**config.mk**
```make
export PLATFORM = sky130hd
export DESIGN_NAME = memlcd_rx_capture
export DESIGN_NICKNAME = d
export VERILOG_FILES = /design/src/rtl/memlcd_pkg.sv /design/src/rtl/memlcd_rx_sync.sv /design/src/rtl/memlcd_rx_capture.sv
export SDC_FILE = /design/constraint.sdc
export NUM_CORES = 1
export LEC_CHECK = 0
export ABC_AREA = 1
export BUFFER_PORTS_ARGS = -buffer_cell sky130_fd_sc_hd__buf_2
export CORE_MARGIN = 4
export CORE_UTILIZATION = 55
export DETAILED_ROUTE_END_ITERATION = 8
export PLACE_DENSITY = 0.81
export SETUP_SLACK_MARGIN = 0.05
export SYNTH_ARGS = -nofsm -noshare
export SYNTH_HDL_FRONTEND = slang
export SYNTH_HIERARCHICAL = 1
export SYNTH_SLANG_ARGS = --single-unit
export TNS_END_PERCENT = 10
```
**constraint.sdc**
```tcl
create_clock -name sys_clk -period 5.1 [get_ports sys_clk]
set_input_delay 0.255 -clock sys_clk [delete_from_list [all_inputs] [get_ports sys_clk]]
set_output_delay 0.255 -clock sys_clk [all_outputs]
set_load 0.01 [all_outputs]
```
**src/rtl/memlcd_pkg.sv**
```systemverilog
// memlcd_pkg: shared types and constants for the memory-LCD stream receiver
package memlcd_pkg;
  typedef enum logic [2:0] {S_IDLE, S_MODE, S_ADDR, S_DATA, S_TRAIL, S_SKIP} state_e;
  localparam int M0 = 7;
  localparam int M1 = 6;
  localparam int M2 = 5;
  localparam int WORD_W = 32;
  function automatic int widx_w(input int pixels);
    return $clog2((pixels + WORD_W - 1) / WORD_W);
  endfunction
endpackage

```
**src/rtl/memlcd_rx_sync.sv**
```systemverilog
// memlcd_rx_sync: two-flop synchronizers for the LCD pins plus edge detection
module memlcd_rx_sync (
  input  logic clk,
  input  logic rst,
  input  logic sclk,
  input  logic si,
  input  logic scs,
  output logic si_s,
  output logic sclk_rise,
  output logic scs_s,
  output logic scs_rise,
  output logic scs_fall
);
  logic [2:0] sclk_q, sclk_d, scs_q, scs_d;
  logic [1:0] si_q, si_d;
  always_comb begin
    sclk_d = {sclk_q[1:0], sclk};
    scs_d  = {scs_q[1:0], scs};
    si_d   = {si_q[0], si};
  end
  // scs chain resets high so a select held high through reset never looks like a fresh rise
  always_ff @(posedge clk) begin
    if (rst) begin
      sclk_q <= '0;
      scs_q  <= '1;
      si_q   <= '0;
    end else begin
      sclk_q <= sclk_d;
      scs_q  <= scs_d;
      si_q   <= si_d;
    end
  end
  assign si_s      = si_q[1];
  assign sclk_rise = sclk_q[1] & ~sclk_q[2];
  assign scs_s     = scs_q[1];
  assign scs_rise  = scs_q[1] & ~scs_q[2];
  assign scs_fall  = ~scs_q[1] & scs_q[2];
endmodule

```
**src/rtl/memlcd_rx_capture.sv**
```systemverilog
// memlcd_rx_capture: decodes the memory-LCD serial stream into 32-bit pixel words
module memlcd_rx_capture
  import memlcd_pkg::*;
#(
  parameter int MODE_BITS    = 8,
  parameter int ADDR_BITS    = 8,
  parameter int LINE_PIXELS  = 336,
  parameter int TRAILER_BITS = 8,
  localparam int WIDX_W      = widx_w(LINE_PIXELS)
) (
  input  logic                 sys_clk,
  input  logic                 sys_rst,
  input  logic                 lcd_sclk,
  input  logic                 lcd_si,
  input  logic                 lcd_scs,
  output logic                 wr_valid,
  output logic [ADDR_BITS-1:0] wr_line,
  output logic [WIDX_W-1:0]    wr_word,
  output logic [WORD_W-1:0]    wr_data,
  output logic                 vcom,
  output logic                 clear_stb,
  output logic                 frame_done,
  output logic                 frame_err,
  output logic [15:0]          line_count
);
  localparam int CNT_W = $clog2(LINE_PIXELS);
  logic si_s, sclk_rise, scs_s, scs_rise, scs_fall;
  memlcd_rx_sync u_sync (
    .clk      (sys_clk),
    .rst      (sys_rst),
    .sclk     (lcd_sclk),
    .si       (lcd_si),
    .scs      (lcd_scs),
    .si_s     (si_s),
    .sclk_rise(sclk_rise),
    .scs_s    (scs_s),
    .scs_rise (scs_rise),
    .scs_fall (scs_fall)
  );
  state_e                state_q, state_d, st_t;
  logic [CNT_W-1:0]      cnt_q, cnt_d, cnt_t;
  logic                  armed_q, armed_d;
  logic [MODE_BITS-1:0]  mode_q, mode_d, mode_sh;
  logic [ADDR_BITS-1:0]  addr_q, addr_d, addr_sh;
  logic [WORD_W-1:0]     word_q, word_d, word_sh;
  logic [WIDX_W-1:0]     widx_q, widx_d;
  logic                  wr_valid_q, wr_valid_d;
  logic [ADDR_BITS-1:0]  wr_line_q, wr_line_d;
  logic [WIDX_W-1:0]     wr_word_q, wr_word_d;
  logic [WORD_W-1:0]     wr_data_q, wr_data_d;
  logic                  vcom_q, vcom_d, clear_q, clear_d, done_q, done_d, err_q, err_d;
  logic [15:0]           lc_q, lc_d;
  logic                  fin_mode, fin_addr, last_bit, fin_word, fin_trail, start, ending;
  assign mode_sh   = {mode_q[MODE_BITS-2:0], si_s};
  assign addr_sh   = {addr_q[ADDR_BITS-2:0], si_s};
  assign word_sh   = {word_q[WORD_W-2:0], si_s};
  assign fin_mode  = sclk_rise && state_q == S_MODE  && cnt_q == CNT_W'(MODE_BITS - 1);
  assign fin_addr  = sclk_rise && state_q == S_ADDR  && cnt_q == CNT_W'(ADDR_BITS - 1);
  assign last_bit  = sclk_rise && state_q == S_DATA  && cnt_q == CNT_W'(LINE_PIXELS - 1);
  assign fin_word  = sclk_rise && state_q == S_DATA  && (cnt_q[4:0] == 5'd31 || last_bit);
  assign fin_trail = sclk_rise && state_q == S_TRAIL && cnt_q == CNT_W'(TRAILER_BITS - 1);
  assign start     = state_q == S_IDLE && armed_q && scs_rise;
  assign ending    = state_q != S_IDLE && scs_fall;
  always_ff @(posedge sys_clk) begin
    if (sys_rst) begin
      state_q    <= S_IDLE;
      cnt_q      <= '0;
      armed_q    <= 1'b0;
      mode_q     <= '0;
      addr_q     <= '0;
      word_q     <= '0;
      widx_q     <= '0;
      wr_valid_q <= 1'b0;
      wr_line_q  <= '0;
      wr_word_q  <= '0;
      wr_data_q  <= '0;
      vcom_q     <= 1'b0;
      clear_q    <= 1'b0;
      done_q     <= 1'b0;
      err_q      <= 1'b0;
      lc_q       <= '0;
    end else begin
      state_q    <= state_d;
      cnt_q      <= cnt_d;
      armed_q    <= armed_d;
      mode_q     <= mode_d;
      addr_q     <= addr_d;
      word_q     <= word_d;
      widx_q     <= widx_d;
      wr_valid_q <= wr_valid_d;
      wr_line_q  <= wr_line_d;
      wr_word_q  <= wr_word_d;
      wr_data_q  <= wr_data_d;
      vcom_q     <= vcom_d;
      clear_q    <= clear_d;
      done_q     <= done_d;
      err_q      <= err_d;
      lc_q       <= lc_d;
    end
  end
  // st_t/cnt_t: state after taking this cycle's bit, before the select-fall rule
  always_comb begin
    st_t  = state_q;
    cnt_t = cnt_q;
    if (sclk_rise && state_q inside {S_MODE, S_ADDR, S_DATA, S_TRAIL}) cnt_t = cnt_q + CNT_W'(1);
    if (fin_mode) begin
      st_t  = mode_sh[M0] ? S_ADDR : S_SKIP;
      cnt_t = '0;
    end
    if (fin_addr) begin
      st_t  = S_DATA;
      cnt_t = '0;
    end
    if (last_bit) begin
      st_t  = S_TRAIL;
      cnt_t = '0;
    end
    if (fin_trail) begin
      st_t  = S_ADDR;
      cnt_t = '0;
    end
    state_d = ending ? S_IDLE : start ? S_MODE : st_t;
    cnt_d   = start ? '0 : cnt_t;
  end
  always_comb begin
    armed_d    = armed_q | ~scs_s;
    mode_d     = (sclk_rise && state_q == S_MODE) ? mode_sh : mode_q;
    addr_d     = (sclk_rise && state_q == S_ADDR) ? addr_sh : addr_q;
    word_d     = (sclk_rise && state_q == S_DATA) ? word_sh : word_q;
    widx_d     = fin_addr ? '0 : fin_word ? widx_q + WIDX_W'(1) : widx_q;
    wr_valid_d = fin_word;
    wr_line_d  = fin_addr ? addr_sh : wr_line_q;
    wr_word_d  = fin_word ? widx_q : wr_word_q;
    wr_data_d  = !fin_word ? wr_data_q : last_bit ? word_sh << (5'd31 - cnt_q[4:0]) : word_sh;
    vcom_d     = fin_mode ? mode_sh[M1] : vcom_q;
    clear_d    = fin_mode & mode_sh[M2];
    done_d     = ending && (st_t inside {S_TRAIL, S_SKIP} || (st_t == S_ADDR && cnt_t == '0));
    err_d      = ending && !done_d;
    lc_d       = start ? '0 : (fin_trail && lc_q != 16'hFFFF) ? lc_q + 16'd1 : lc_q;
  end
  assign wr_valid   = wr_valid_q;
  assign wr_line    = wr_line_q;
  assign wr_word    = wr_word_q;
  assign wr_data    = wr_data_q;
  assign vcom       = vcom_q;
  assign clear_stb  = clear_q;
  assign frame_done = done_q;
  assign frame_err  = err_q;
  assign line_count = lc_q;
endmodule
```
==> summary.md <==
| Metric | Value |
|---|---|
| LEAKAGE | `3.16 nW` |
| Dominant cells by area after synthesis | `dfxtp_1 43%, nand2_1 10%, o21ai_0 8.4%` |
| Post-synthesis register bit count | `135` |
| Slew margin rel. | `39.5%` |
| Final core utilization | `65.3%` |
| Final Setup Violations | `0` |
| I/O Pins | `70` |
| Die height | `115 um` |
| CTS root buf | `clkbuf_16` |
| Yosys warns | `6` |
| Critical path class | `reg -> reg` |
| Clock transition at path regs | `0.06 ns` |
| EDFF count, synth | `0` |
| Seq/Total Area, Yosys | `42.6%` |
| Max Clk Rate | `0.290 GHz` |
| Total Neg Setup Slack | `0 ns` |
| Critical path peak fanout | `47` |
| CP arrival | `3.82 ns` |
| Initial antenna violation count | `0` |
| Post-layout min period | `3.44 ns` |
| # DRC | `0` |
| Status | `finished clean` |
| Vias in the first global route | `5,405` |
| PortBufs | `69` |
| Worst-Margin Slew | `0.905 ns` |
| Aggregate global-route resource usage | `24.0%` |
| Synth unique cells | `38` |
| Via count | `5,947` |
| First-pass GRT wire length | `25.6 mm` |
| Peak supply drop | `0.324 mV` |
| Total global routing overflow | `0` |
| Detailed router's first-iteration violation count | `518` |
| Htree depth | `4` |
| Sink Count | `135` |
| Final Max Slew Viols | `0` |
| CTS tree | `yes` |
| HP Class | `in -> reg` |
| Layout cells sized above 1 | `14.2%` |
| RSZ-0062 raised after global routing | `no` |
| Worst Skew | `0.00801 ns` |
| Cell taking the most area after synthesis | `dfxtp_1` |
| Worst-Skew Late Latency | `0.43 ns` |
| Total CTS buffers | `17` |
| Final setup margin | `1.66 ns` |
| Die extent in x | `115 um` |
| Top_reg_cell synth | `dfxtp_1` |
| Final Cycle Share | `67.5%` |
| Core ar. | `11,100 um2` |
| CP Data Required Time | `5.47 ns` |
| Synth async-reset ratio | `0%` |
| Wire per inst | `13.9 um` |
| HPWL after DPL | `10.3 mm` |
| Layout net count | `954` |
| Gate Count Post-Synth | `900` |
| First-pass DRT Iterations | `5` |
| Final hold slack | `0.0333 ns` |
| Antenna viol nets, final | `0` |
| Antenna diode count | `0` |
| Dpl ws | `1.63 ns` |
| Cell Pwr Density | `311 nW/um2` |
| Post-synth design cell area | `6340 um2` |
| Starting Density | `57.3%` |
| Row count | `38` |
| Largest net degree at the start of global routing | `79` |
| Clock Path Buffers | `2` |
| Final-report hold violation count | `0` |
| P&R area growth vs syn | `14.0%` |
| Startpoint types | `register` |
| Gpl congestion | `0.948` |
| DIE AREA | `13,300 um2` |
| Yosys top cell area share | `42.6%` |
| Top cells by instance count after synthesis | `177 x nand2_1, 135 x dfxtp_1, 106 x o21ai_0` |
| Routed wire length | `15.3 mm` |
| Critical Path End Type | `register` |
| Syn avg cell area | `7.05 um2` |
| Max Cap Viol | `0` |
| Vias per cell | `5.43` |
| Fillcell total | `995` |
| Top-count cell post-synth | `nand2_1` |
| Net Count, Synth | `909` |
## through the flow
| step | total power, W | area (um2) | cells |
|---|---|---|---|
| after floorplan | 0.00111 | 6340 | 900 |
| after global placement | 0.00111 | 6670 | 1065 |
| after detailed placement | 0.00111 | 6670 | 1065 |
| after CTS | 0.00226 | 7230 | 1096 |
| after global routing | 0.00232 | 7230 | 1096 |
| final | 0.00225 | 7230 | 1096 |
## layout make-up
class                           count  area [um2]  area share, %
Clock inverter                     10        98.8           1.37
Inverter                           86         325           4.50
Timing Repair Buffer               73         378           5.22
Multi-Input combinational cell    632        3100           42.8
Clock buffer                       20         457           6.31
Sequential cell                   135        2700           37.4
Tap cell                          140         175           2.42
## per-layer routing
| metal | track usage, % | part of all wire, % | vias to the layer above |
|---|---|---|---|
| li1 | - | - | 3080 |
| met1 | 32.4 | 46 | 2666 |
| met2 | 37.3 | 46 | 172 |
| met3 | 6.63 | 6.0 | 29 |
| met4 | 7.98 | 2.0 | 0 |
| met5 | 0 | 0 | - |
## final timing paths
check | start | end | slack, ns | depth (start not counted)
max | u_sync/sclk_q[1] | widx_q[2] | 1.66 | 11
min | lcd_sclk | u_sync/sclk_q[0] | 0.03 | 3
max reg2reg | u_sync/sclk_q[1] | widx_q[2] | 1.66 | 11
min reg2reg | u_sync/sclk_q[0] | u_sync/sclk_q[1] | 0.41 | 2
## what timing repair did
action                                  CTS  global route
endpoints found under the setup margin    0             0
hold endpoints to repair                  1             0
setup buffers                             0             0
hold buffers                              1             0
resized for setup                         0             0
## cell usage in the layout (no fill, tap or decap), drive strengths merged
cell,count
nand2,179
o21ai,140
dfxtp,135
nor2,107
inv,87
a21oi,72
buf,72
nand3,48
a211oi,22
clkbuf,20
nor3,12
o211ai,11
or2,8
nand4,6
clkinv,6
mux2i,5
a31oi,5
xor2,4
ha,4
nor4,3
o21a,3
xnor2,2
clkinvlp,2
and2,1
bufinv,1
dlygate4sd3,1
## flip-flops by register name (all words and copies together) (netlist names), 4 cells and up
| signal | count |
|---|---|
| line_count | 16 |
| wr_data | 32 |
| wr_word | 4 |
| wr_line | 8 |
| word_q | 31 |
| cnt_q | 9 |
| widx_q | 4 |
| addr_q | 7 |
| mode_q | 7 |
## critical path: stages (launching register included)
cell and delay (ns):
dfxtp_1 0.30, inv_1 0.04, nor2_1 0.24, nand3_2 0.14, nor2_4 0.70, inv_2 0.33, nor2_4 0.51, nor2_8 0.12
inv_2 0.53, nand2_1 0.15, a21oi_1 0.16, o21a_1 0.13
## logic make-up (layout without fill, tap and decap cells)
kind of cell	after synthesis	after routing	synth area share [%]
AND/OR/NAND/NOR	364	364	24.7
AO/OA/AOI/OAI	253	253	21.6
multiplexers	5	5	0.789
XOR/XNOR	6	6	0.828
buffers and inverters	133	189	8.62
adder cells (fa/ha/maj)	4	4	0.789
flip-flops	135	135	42.6
## power breakdown
part	leakage, nW	switching [W]	internal [W]
clock network	0.269	0.000461	0.000692
logic	1.80	0.0000242	0.00000802
registers	1.09	0.00000157	0.00106
total	3.16	0.000487	0.00176
Note: power is estimated with default switching activity, not from simulation.
